==> src/rtl/apb_master_bridge_pkg.sv <==
// Shared widths, FSM state type and watchdog sizing helper for the CPU-side APB master.
package apb_master_bridge_pkg;

  localparam int ADDR_APB        = 32;
  localparam int DATA_APB        = 32;
  localparam int APB_TIMEOUT_CYC = 256;

  typedef enum logic [1:0] {
    IDLE   = 2'd0,
    SETUP  = 2'd1,
    ACCESS = 2'd2,
    RESP   = 2'd3
  } apb_state_t;

  // ceil(log2(timeout+1)) bits so the counter can sit at TIMEOUT without wrapping.
  function automatic int wdog_width(input int timeout);
    return (timeout == 0) ? 1 : $clog2(timeout + 1);
  endfunction

endpackage

==> src/rtl/apb_master_bridge_wdog_cnt.sv <==
// Bus watchdog: counts ACCESS cycles, flags the last allowed one, saturates, clears on demand.
module apb_wdog_cnt
  import apb_master_bridge_pkg::*;
#(
  parameter int TIMEOUT = APB_TIMEOUT_CYC
) (
  input  logic clk,
  input  logic rst_n,
  input  logic enable,
  input  logic clear,
  output logic expire
);

  localparam int            CW   = wdog_width(TIMEOUT);
  localparam logic [CW-1:0] LAST = CW'((TIMEOUT == 0) ? 0 : TIMEOUT - 1);
  localparam logic [CW-1:0] MAX  = CW'(TIMEOUT);

  logic [CW-1:0] count;

  always_ff @(posedge clk or negedge rst_n) begin
    if (!rst_n) begin
      count <= '0;
    end else if (clear) begin
      count <= '0;
    end else if (enable && (TIMEOUT != 0) && (count != MAX)) begin
      count <= count + CW'(1);
    end
  end

  // Asserted during the final permitted ACCESS cycle so the FSM can end the transfer on that edge.
  assign expire = (TIMEOUT != 0) && enable && (count == LAST);

endmodule

==> src/rtl/apb_master_bridge.sv <==
// CPU-side APB master: one request at a time, SETUP/ACCESS sequencing, response pulse, watchdog abort.
module apb_master_bridge
  import apb_master_bridge_pkg::*;
#(
  parameter int ADDR_W  = ADDR_APB,
  parameter int DATA_W  = DATA_APB,
  parameter int TIMEOUT = APB_TIMEOUT_CYC
) (
  input  logic              clk,
  input  logic              rst_n,
  input  logic              cpu_req,
  output logic              cpu_ready,
  input  logic              cpu_we,
  input  logic [ADDR_W-1:0] cpu_addr,
  input  logic [DATA_W-1:0] cpu_wdata,
  output logic              cpu_rsp_valid,
  output logic              cpu_rsp_err,
  output logic [DATA_W-1:0] cpu_rdata,
  output logic              apb_valid_cpu,
  output logic              apb_psel_cpu,
  output logic              apb_rw_cpu,
  output logic [ADDR_W-1:0] apb_addr_cpu,
  output logic              apb_enab_cpu,
  output logic [DATA_W-1:0] apb_datai_cpu,
  input  logic [DATA_W-1:0] apb_datao_cpu,
  input  logic              apb_ack_cpu
);

  apb_state_t state;
  logic       wdog_expire;

  apb_wdog_cnt #(.TIMEOUT(TIMEOUT)) u_wdog (
    .clk    (clk),
    .rst_n  (rst_n),
    .enable (state == ACCESS),
    .clear  (state == RESP),
    .expire (wdog_expire)
  );

  always_ff @(posedge clk or negedge rst_n) begin
    if (!rst_n) begin
      state         <= IDLE;
      cpu_ready     <= 1'b1;
      cpu_rsp_valid <= 1'b0;
      cpu_rsp_err   <= 1'b0;
      cpu_rdata     <= '0;
      apb_valid_cpu <= 1'b0;
      apb_psel_cpu  <= 1'b0;
      apb_enab_cpu  <= 1'b0;
      apb_rw_cpu    <= 1'b0;
      apb_addr_cpu  <= '0;
      apb_datai_cpu <= '0;
    end else begin
      case (state)
        IDLE: begin
          if (cpu_req && cpu_ready) begin
            apb_rw_cpu    <= cpu_we;
            apb_addr_cpu  <= cpu_addr;
            apb_datai_cpu <= cpu_wdata;
            apb_valid_cpu <= 1'b1;
            apb_psel_cpu  <= 1'b1;
            cpu_ready     <= 1'b0;
            state         <= SETUP;
          end
        end
        SETUP: begin
          apb_enab_cpu <= 1'b1;
          state        <= ACCESS;
        end
        ACCESS: begin
          // A real ack takes priority over a watchdog expiry landing in the same cycle.
          if (apb_ack_cpu || wdog_expire) begin
            cpu_rdata     <= (apb_ack_cpu && !apb_rw_cpu) ? apb_datao_cpu : '0;
            cpu_rsp_err   <= !apb_ack_cpu;
            cpu_rsp_valid <= 1'b1;
            apb_valid_cpu <= 1'b0;
            apb_psel_cpu  <= 1'b0;
            apb_enab_cpu  <= 1'b0;
            state         <= RESP;
          end
        end
        RESP: begin
          cpu_rsp_valid <= 1'b0;
          cpu_ready     <= 1'b1;
          state         <= IDLE;
        end
        default: state <= IDLE;
      endcase
    end
  end

endmodule

==> config.mk <==
export PLATFORM = sky130hd
export DESIGN_NAME = apb_master_bridge
export DESIGN_NICKNAME = d
export VERILOG_FILES = /design/src/rtl/apb_master_bridge_pkg.sv /design/src/rtl/apb_master_bridge_wdog_cnt.sv /design/src/rtl/apb_master_bridge.sv
export SDC_FILE = /design/constraint.sdc
export NUM_CORES = 1
export LEC_CHECK = 0
export BUFFER_PORTS_ARGS = -buffer_cell sky130_fd_sc_hd__clkbuf_2
export CAP_MARGIN = 0
export CORE_MARGIN = 4
export CORE_UTILIZATION = 51
export DETAILED_ROUTE_END_ITERATION = 7
export GPL_TIMING_DRIVEN = 0
export PLACE_DENSITY = 0.95
export SYNTH_ARGS = -nofsm -noshare
export SYNTH_HDL_FRONTEND = slang
export SYNTH_HIERARCHICAL = 1
export SYNTH_SLANG_ARGS = --single-unit
export TNS_END_PERCENT = 5
==> constraint.sdc <==
create_clock -name clk -period 2.95 [get_ports clk]
set_input_delay 0.59 -clock clk [delete_from_list [all_inputs] [get_ports clk]]
set_output_delay 0.59 -clock clk [all_outputs]
set_load 0.01 [all_outputs]
==> qor.csv, run 1 <==
stage,metric,value,unit
synthesis,Post-Synth XOR/XNOR Area,0.00367,
critical_path,Worst R2R Setup Slack,0.72,ns
pwr,sw power,2610,uW
sta,final max-slew violation count,0,
grt,global routing usage on met2,0.403,
pwr,sequential power share,0.360,
pwr,Sw Ratio,0.337,
clocking,"Reg clk slew, reported paths",0.06,ns
placed_design,Placement Cell Area,5940,sq um
critical_path,capture point of the critical path,cpu_rdata[27],
grt,number of global-route vias before repair,3933,
synthesis,"top cells by area, synth","dfrtp_1 59%, mux2_4 13%, mux2_2 6.4%",
grt,GRT Overall Usage,0.228,
placed_design,GP Congestion,0.818,
synthesis,mapped cell area,4780,sq um
critical_path,WP buf/inv,1,
sta,relative slew slack,0.412,
sta,crit share post-route,0.756,
routing,Final ANT Viol Nets,0,
placed_design,number of port buffers,203,
final_layout,register area,2830,sq um
clocking,CTS tree,built,
sta,worst slew pin tran,0.882,ns
pwr,Leak,0.00346,uW
final_layout,"commonest non-fill, non-tap cell in the layout",clkbuf_2,
critical_path,critical path startpoint category,flip-flop,
final_layout,most frequent cells in the layout,"202 x clkbuf_2, 112 x dfrtp_1, 70 x nand2_1, 40 x mux2_4, 31 x o21ai_0",
final_layout,n_diodes,0,
grt,met3 usage,0.0642,
final_layout,Multi-input gate area,1780,sq um
grt,initial antenna violation count,0,
floorplan,Die Wd,105,um
synthesis,Synth Area in Compound Gates,0.0650,
routing,routed len/inst,17.4,um
clocking,Clock Path Buffers,2,
critical_path,most frequent cell on the critical path,ha_1,
synthesis,Yosys top cell area share,0.587,
sta,fin crit period,2.23,ns
sta,Final WS setup,0.720,ns
critical_path,RR Endpoint,cpu_rdata[27],
pwr,Comb pwr share,0.371,
clocking,Sink Count,113,
clocking,clock network latency to the later pin of the worst-skew pair,0.50,ns
synthesis,post-synthesis mux area share,0.192,
synthesis,syn nets,478,
synthesis,Post-Synth Simple-Gate Area,0.0899,
status,run status,finished clean,
synthesis,Mean Syn Cell Area,13.0,sq um
sta,Final Hold Fails,0,
floorplan,row cnt,35,
sta,Fmax achieved,0.448,GHz
final_layout,Final #Nets,700,
synthesis,ys flop type,dfrtp_1,
pwr,Max VDD drop,0.000514,V
critical_path,"Req. time, crit path",3.29,ns
hold_path,Hold Crit Class,primary input to asynchronous set/reset pin,
final_layout,fillers,622,
final_layout,Finished Cell Area,6550,sq um
sta,Total Neg Setup Slack,0,ns
critical_path,RR Startpoint,u_wdog/count[1],
critical_path,crit end category,flip-flop,
routing,Pre-antenna DRT Iters,4,
pwr,PD cells,1180,nW/um^2
synthesis,register area share after synthesis,0.592,
routing,DR iter-0 viols,249,
synthesis,post-synthesis adder-cell area fraction,0.0236,
synthesis,largest family of logic cells by synthesized area,multiplexers,
synthesis,post-synth top area cell,dfrtp_1,
floorplan,die height,105,um
critical_path,crit-path max cell delay,0.44,ns
pwr,clock group share of total power,0.269,
grt,pin count of the biggest net entering global routing,114,
critical_path,CP arrival,2.57,ns
floorplan,Starting Density,0.519,
clocking,# hold bufs at CTS,0,
routing,Vias/cell,5.22,
clocking,clk root buf,clkbuf_8,
floorplan,IO Count,204,
routing,Routed Wire Length,12400,um
clocking,# H-tree levels,4,
grt,first-pass GRT wire length,19900,um
synthesis,Synth cell types,35,
floorplan,Core Area,9200,sq um
synthesis,"FF+latch count, synth",113,
clocking,setup bufs post-CTS,0,
grt,layer with the highest usage,met2,
critical_path,worst setup path start,u_wdog/count[1],
grt,met1 GRT Util,0.260,
critical_path,Crit Path Max Fanout,10,
critical_path,Crit path max-delay family,compound AO/OA/AOI/OAI gates,
critical_path,WS Path Type,flip-flop to flip-flop,
pwr,internal power,5120,uW
critical_path,r2r worst-path depth,8,
sta,Clock Skew,0.0102,ns
synthesis,synth warn,6,
placed_design,DP HPWL,8990,um
grt,total gr overflow,0,
synthesis,Post-Synthesis Cells,368,
final_layout,utilization after layout,0.712,
final_layout,layout cells sized above 1,0.541,
critical_path,worst path cell trace,"ha_1, nand3_1, nor2_1, ha_1, and2_1, o21ai_1, clkbuf_1, o21ai_0",
synthesis,"EDFF count, synth",0,
routing,DRC viols,0,
floorplan,Die ar.,11000,sq um
synthesis,Synth async-reset ratio,1.00,
critical_path,critical path depth in cells,8,
sta,RSZ-0062 raised after global routing,no,
final_layout,area delta synth->final,37.1,%
job,max_cap viols,0,
clocking,cts bufs inserted,17,
critical_path,slowest CP cell,clkbuf_1,
placed_design,pre-CTS WS,0.779,ns
sta,endpoints failing setup,0,
clocking,CTS resizes,0,
routing,via count,3730,
==> how the worst min path moves through the flow <==
stage | to | slack, ns | from
CTS | apb_datai_cpu[24] | 0.23 | rst_n
floorplan | apb_addr_cpu[0] | 0.29 | rst_n
global placement | cpu_rdata[11] | 0.46 | cpu_rdata[11]
detailed placement | cpu_rdata[0] | 0.47 | cpu_rdata[0]
global route | apb_datai_cpu[24] | 0.28 | rst_n
finish | apb_addr_cpu[0] | 0.18 | rst_n
==> power groups by stage <==
stage	Combinational [uW]	Sequential, uW	Clock, uW
global placement	2740	2720	0
finish	2860	2780	2080
detailed placement	2870	2780	0
floorplan	1360	3050	0
CTS	2900	2780	2110
global route	3100	2870	2200
==> registers in the layout, indices dropped and copies added (netlist names) <==
signal and flops:
apb_datai_cpu 32, cpu_rsp_err 1, state 2, cpu_ready 1, apb_addr_cpu 32, cpu_rdata 32
apb_psel_cpu 1, apb_rw_cpu 1, u_wdog/count 9, cpu_rsp_valid 1, apb_enab_cpu 1
==> area by class of cell <==
type                    instances  share of cell area
repair buffers                203               0.157
plain buffers                  20              0.0208
multi-input cells             228               0.273
clock inverters                13              0.0283
inverters                       7             0.00401
well taps                     111              0.0212
clock buffers                  19              0.0644
flip-flops and latches        113               0.432
==> per-stage QoR <==
stage	hold WS, ns	cells	power, uW
3_5_place_dp	0.470	682	5650
5_1_grt	0.276	714	8170
2_1_floorplan	0.294	368	4420
4_1_cts	0.233	714	7780
6_report	0.183	714	7730
3_3_place_gp	0.462	682	5460
==> worst reg2reg max path, cell delays in order (launching register included) <==
cell and delay (ns):
dfrtp_1 0.41, ha_1 0.24, nand3_1 0.09, nor2_1 0.05, ha_1 0.17, and2_1 0.18
o21ai_1 0.27, clkbuf_1 0.44, o21ai_0 0.21
==> layer usage <==
layer  up-vias  wire length, um
met1      1822             4750
met2       178             6620
met4         0              269
met5         -                0
li1       1704                -
met3        26              786
==> cells in the mapped netlist (2+ instances only) <==
library cell and number:
nand2b_1 2, dfrtp_1 112, o21ai_1 8, inv_1 7, mux2_4 40, mux2_2 27, a21oi_1 5, buf_6 5
xor2_1 2, o21ai_0 31, ha_1 9, nand3_2 2, clkbuf_1 4, nand3_1 2, buf_2 7, nand2_1 70
nand4_1 3, nor2_1 9, or3_1 4, buf_4 4
==> kinds of logic after synthesis <==
kind of cell               after synthesis
buffers and inverters                   27
xor gates and xnor gates                 2
muxes                                   68
AOI/OAI and AO/OA                       53
and+or+nand+nor                         96
DFF                                    113
adders and majority gates                9
No activity file was read; power rests on OpenSTA's default activity.
==> run 2, diff against run 1 <==
--- a/config.mk
+++ b/config.mk
@@ -8,10 +8,10 @@
 export BUFFER_PORTS_ARGS = -buffer_cell sky130_fd_sc_hd__clkbuf_2
 export CAP_MARGIN = 0
 export CORE_MARGIN = 4
-export CORE_UTILIZATION = 51
+export CORE_UTILIZATION = 48
 export DETAILED_ROUTE_END_ITERATION = 7
 export GPL_TIMING_DRIVEN = 0
-export PLACE_DENSITY = 0.95
+export PLACE_DENSITY = 0.91
 export SYNTH_ARGS = -nofsm -noshare
 export SYNTH_HDL_FRONTEND = slang
 export SYNTH_HIERARCHICAL = 1
==> constraint.sdc (replaced) <==
create_clock -name clk -period 2.2 [get_ports clk]
set_input_delay 0.44 -clock clk [delete_from_list [all_inputs] [get_ports clk]]
set_output_delay 0.44 -clock clk [all_outputs]
set_load 0.01 [all_outputs]
==> run 2 against run 1 <==
  * Critical path depth grew 2
  * Sequential power grew 33%
  * Design area grew 0.55%
  * Clock skew shrank 0.00077 ns
  * Largest power group unchanged
  * Non-clock buffer count is the same
  * Clock power grew 33%
  * Via count shrank 0.94%
==> qor.csv, run 2 (same netlist as run 1, synthesis figures left out) <==
stage,metric,value,unit
sta,fin crit period,2.07,ns
routing,Routed Wire Length,12400,um
hold_path,Hold Crit Class,primary input to asynchronous set/reset pin,
pwr,Final Power,10300,uW
sta,final max-slew violation count,0,
floorplan,die height,108,um
placed_design,number of port buffers,203,
floorplan,IO Count,204,
final_layout,"commonest non-fill, non-tap cell in the layout",clkbuf_2,
floorplan,Die Wd,108,um
pwr,Comb pwr share,0.372,
sta,relative slew slack,0.420,
final_layout,n_diodes,0,
floorplan,row cnt,36,
critical_path,crit-path max cell delay,0.41,ns
critical_path,slowest CP cell,dfrtp_1,
pwr,sequential power share,0.360,
placed_design,DP HPWL,9220,um
sta,RSZ-0062 raised after global routing,yes,
pwr,internal power,6890,uW
grt,GRT Overall Usage,0.215,
sta,crit share post-route,0.939,
clocking,setup bufs post-CTS,0,
critical_path,WS Path Type,flip-flop to flip-flop,
final_layout,Finished Cell Area,6580,sq um
final_layout,area delta synth->final,37.8,%
routing,Final ANT Viol Nets,0,
routing,via count,3695,
critical_path,critical path startpoint category,flip-flop,
pwr,Leak,0.00347,uW
critical_path,crit end category,flip-flop,
sta,Final Hold Fails,0,
floorplan,Starting Density,0.491,
grt,pin count of the biggest net entering global routing,114,
sta,Fmax achieved,0.484,GHz
pwr,clock group share of total power,0.269,
clocking,clk root buf,clkbuf_8,
floorplan,Core Area,9730,sq um
placed_design,Placement Cell Area,5970,sq um
clocking,cts bufs inserted,17,
routing,DR iter-0 viols,270,
critical_path,Crit path max-delay family,adder cells,
grt,number of global-route vias before repair,3904,
pwr,PD cells,1570,nW/um^2
critical_path,CP arrival,2.48,ns
critical_path,Crit Path Max Fanout,10,
pwr,sw power,3430,uW
final_layout,Final #Nets,700,
sta,worst slew pin tran,0.870,ns
sta,Clock Skew,0.00942,ns
final_layout,fillers,722,
pwr,Sw Ratio,0.332,
final_layout,largest registers,"apb_addr_cpu x32, apb_datai_cpu x32, cpu_rdata x32",
status,run status,finished clean,
grt,total gr overflow,0,
clocking,Sink Count,113,
floorplan,Die ar.,11600,sq um
final_layout,layout cells sized above 1,0.542,
final_layout,most frequent cells in the layout,"203 x clkbuf_2, 112 x dfrtp_1, 70 x nand2_1, 40 x mux2_4, 31 x o21ai_0",
critical_path,WP buf/inv,2,
grt,initial antenna violation count,0,
clocking,# hold bufs at CTS,0,
job,max_cap viols,0,
clocking,# H-tree levels,4,
clocking,Clock Path Buffers,2,
routing,Vias/cell,5.02,
routing,routed len/inst,16.8,um
clocking,CTS tree,built,
clocking,clock network latency to the later pin of the worst-skew pair,0.51,ns
pwr,Max VDD drop,0.000654,V
routing,Pre-antenna DRT Iters,4,
critical_path,"Req. time, crit path",2.61,ns
clocking,"Reg clk slew, reported paths",0.06,ns
sta,endpoints failing setup,0,
routing,DRC viols,0,
grt,first-pass GRT wire length,19200,um
placed_design,GP Congestion,0.809,
critical_path,worst path cell trace,"ha_1, nand3_1, nor2_1, ha_1, and2_1, o21ai_4, buf_4, buf_4, nand2_1, o21ai_0",
[run 2: cell count changes in the layout (fill, tap and decap cells not counted), sizes merged]
cell,change
clkbuf,+2
clkinvlp,-1
clkinv,+1
inv,-2
[run 2: repair_timing]
item	4_1_cts	5_1_grt
gates cloned	0	0
endpoints found under the setup margin	33	33
gates resized for setup	1	5
[run 2: path summary, 6_finish.rpt]
check	startpoint	to	slack, ns	cells past startpoint
setup reg to reg	u_wdog/count[0]	cpu_rdata[25]	0.13	10
min in group clk	cpu_req	cpu_ready	0.13	2
setup / recovery	u_wdog/count[0]	cpu_rdata[25]	0.13	10
max in group asynchronous	rst_n	cpu_rdata[27]	1.56	1
hold / removal	rst_n	apb_addr_cpu[12]	0.05	1
hold reg to reg	cpu_rdata[8]	cpu_rdata[8]	0.48	2
[run 2: power by group through the flow]
stage / clock, uW / sequential [uW] / combinational (uW)
5_1_grt: 2910 / 3820 / 4180
3_5_place_dp: 0 / 3730 / 3840
6_report: 2770 / 3710 / 3830
2_1_floorplan: 0 / 4090 / 1830
4_1_cts: 2820 / 3710 / 3880
3_3_place_gp: 0 / 3630 / 3700
[run 2: final cells by class]
type / count / area [sq um] / area share
plain buffers: 20 / 140 / 0.0213
repair buffers: 203 / 1020 / 0.156
clock inverters: 11 / 161 / 0.0245
multi-input cells: 228 / 1800 / 0.273
clock buffers: 21 / 439 / 0.0667
flip-flops and latches: 113 / 2830 / 0.430
well taps: 133 / 166 / 0.0253
inverters: 7 / 26.3 / 0.00399
[run 2: worst reg2reg max path, stage by stage, from the launching register on]
cell     delay (ns)
dfrtp_1        0.41
ha_1           0.26
nand3_1        0.11
nor2_1         0.06
ha_1           0.17
and2_1         0.20
o21ai_4        0.21
buf_4          0.24
buf_4          0.20
nand2_1        0.06
o21ai_0        0.08
[run 2: per-layer routing]
metal / vias up / part of all wire / global-route usage
li1: 1706 / - / -
met1: 1794 / 0.38 / 0.253
met2: 176 / 0.53 / 0.373
met3: 19 / 0.075 / 0.0666
met4: 0 / 0.017 / 0.0739
met5: - / 0 / 0
[run 2: through the flow]
stage	cells	hold WS (ns)	TNS [ns]	worst slack, ns	utilization
3_5_place_dp	704	0.473	-1.76	-0.0831	0.613
2_1_floorplan	368	0.144	0	0.397	-
6_report	736	0.0510	0	0.135	0.677
4_1_cts	736	0.0769	0	0.00434	0.675
3_3_place_gp	704	0.463	-86.78	-0.768	0.612
5_1_grt	736	0.109	0	0.00521	0.677
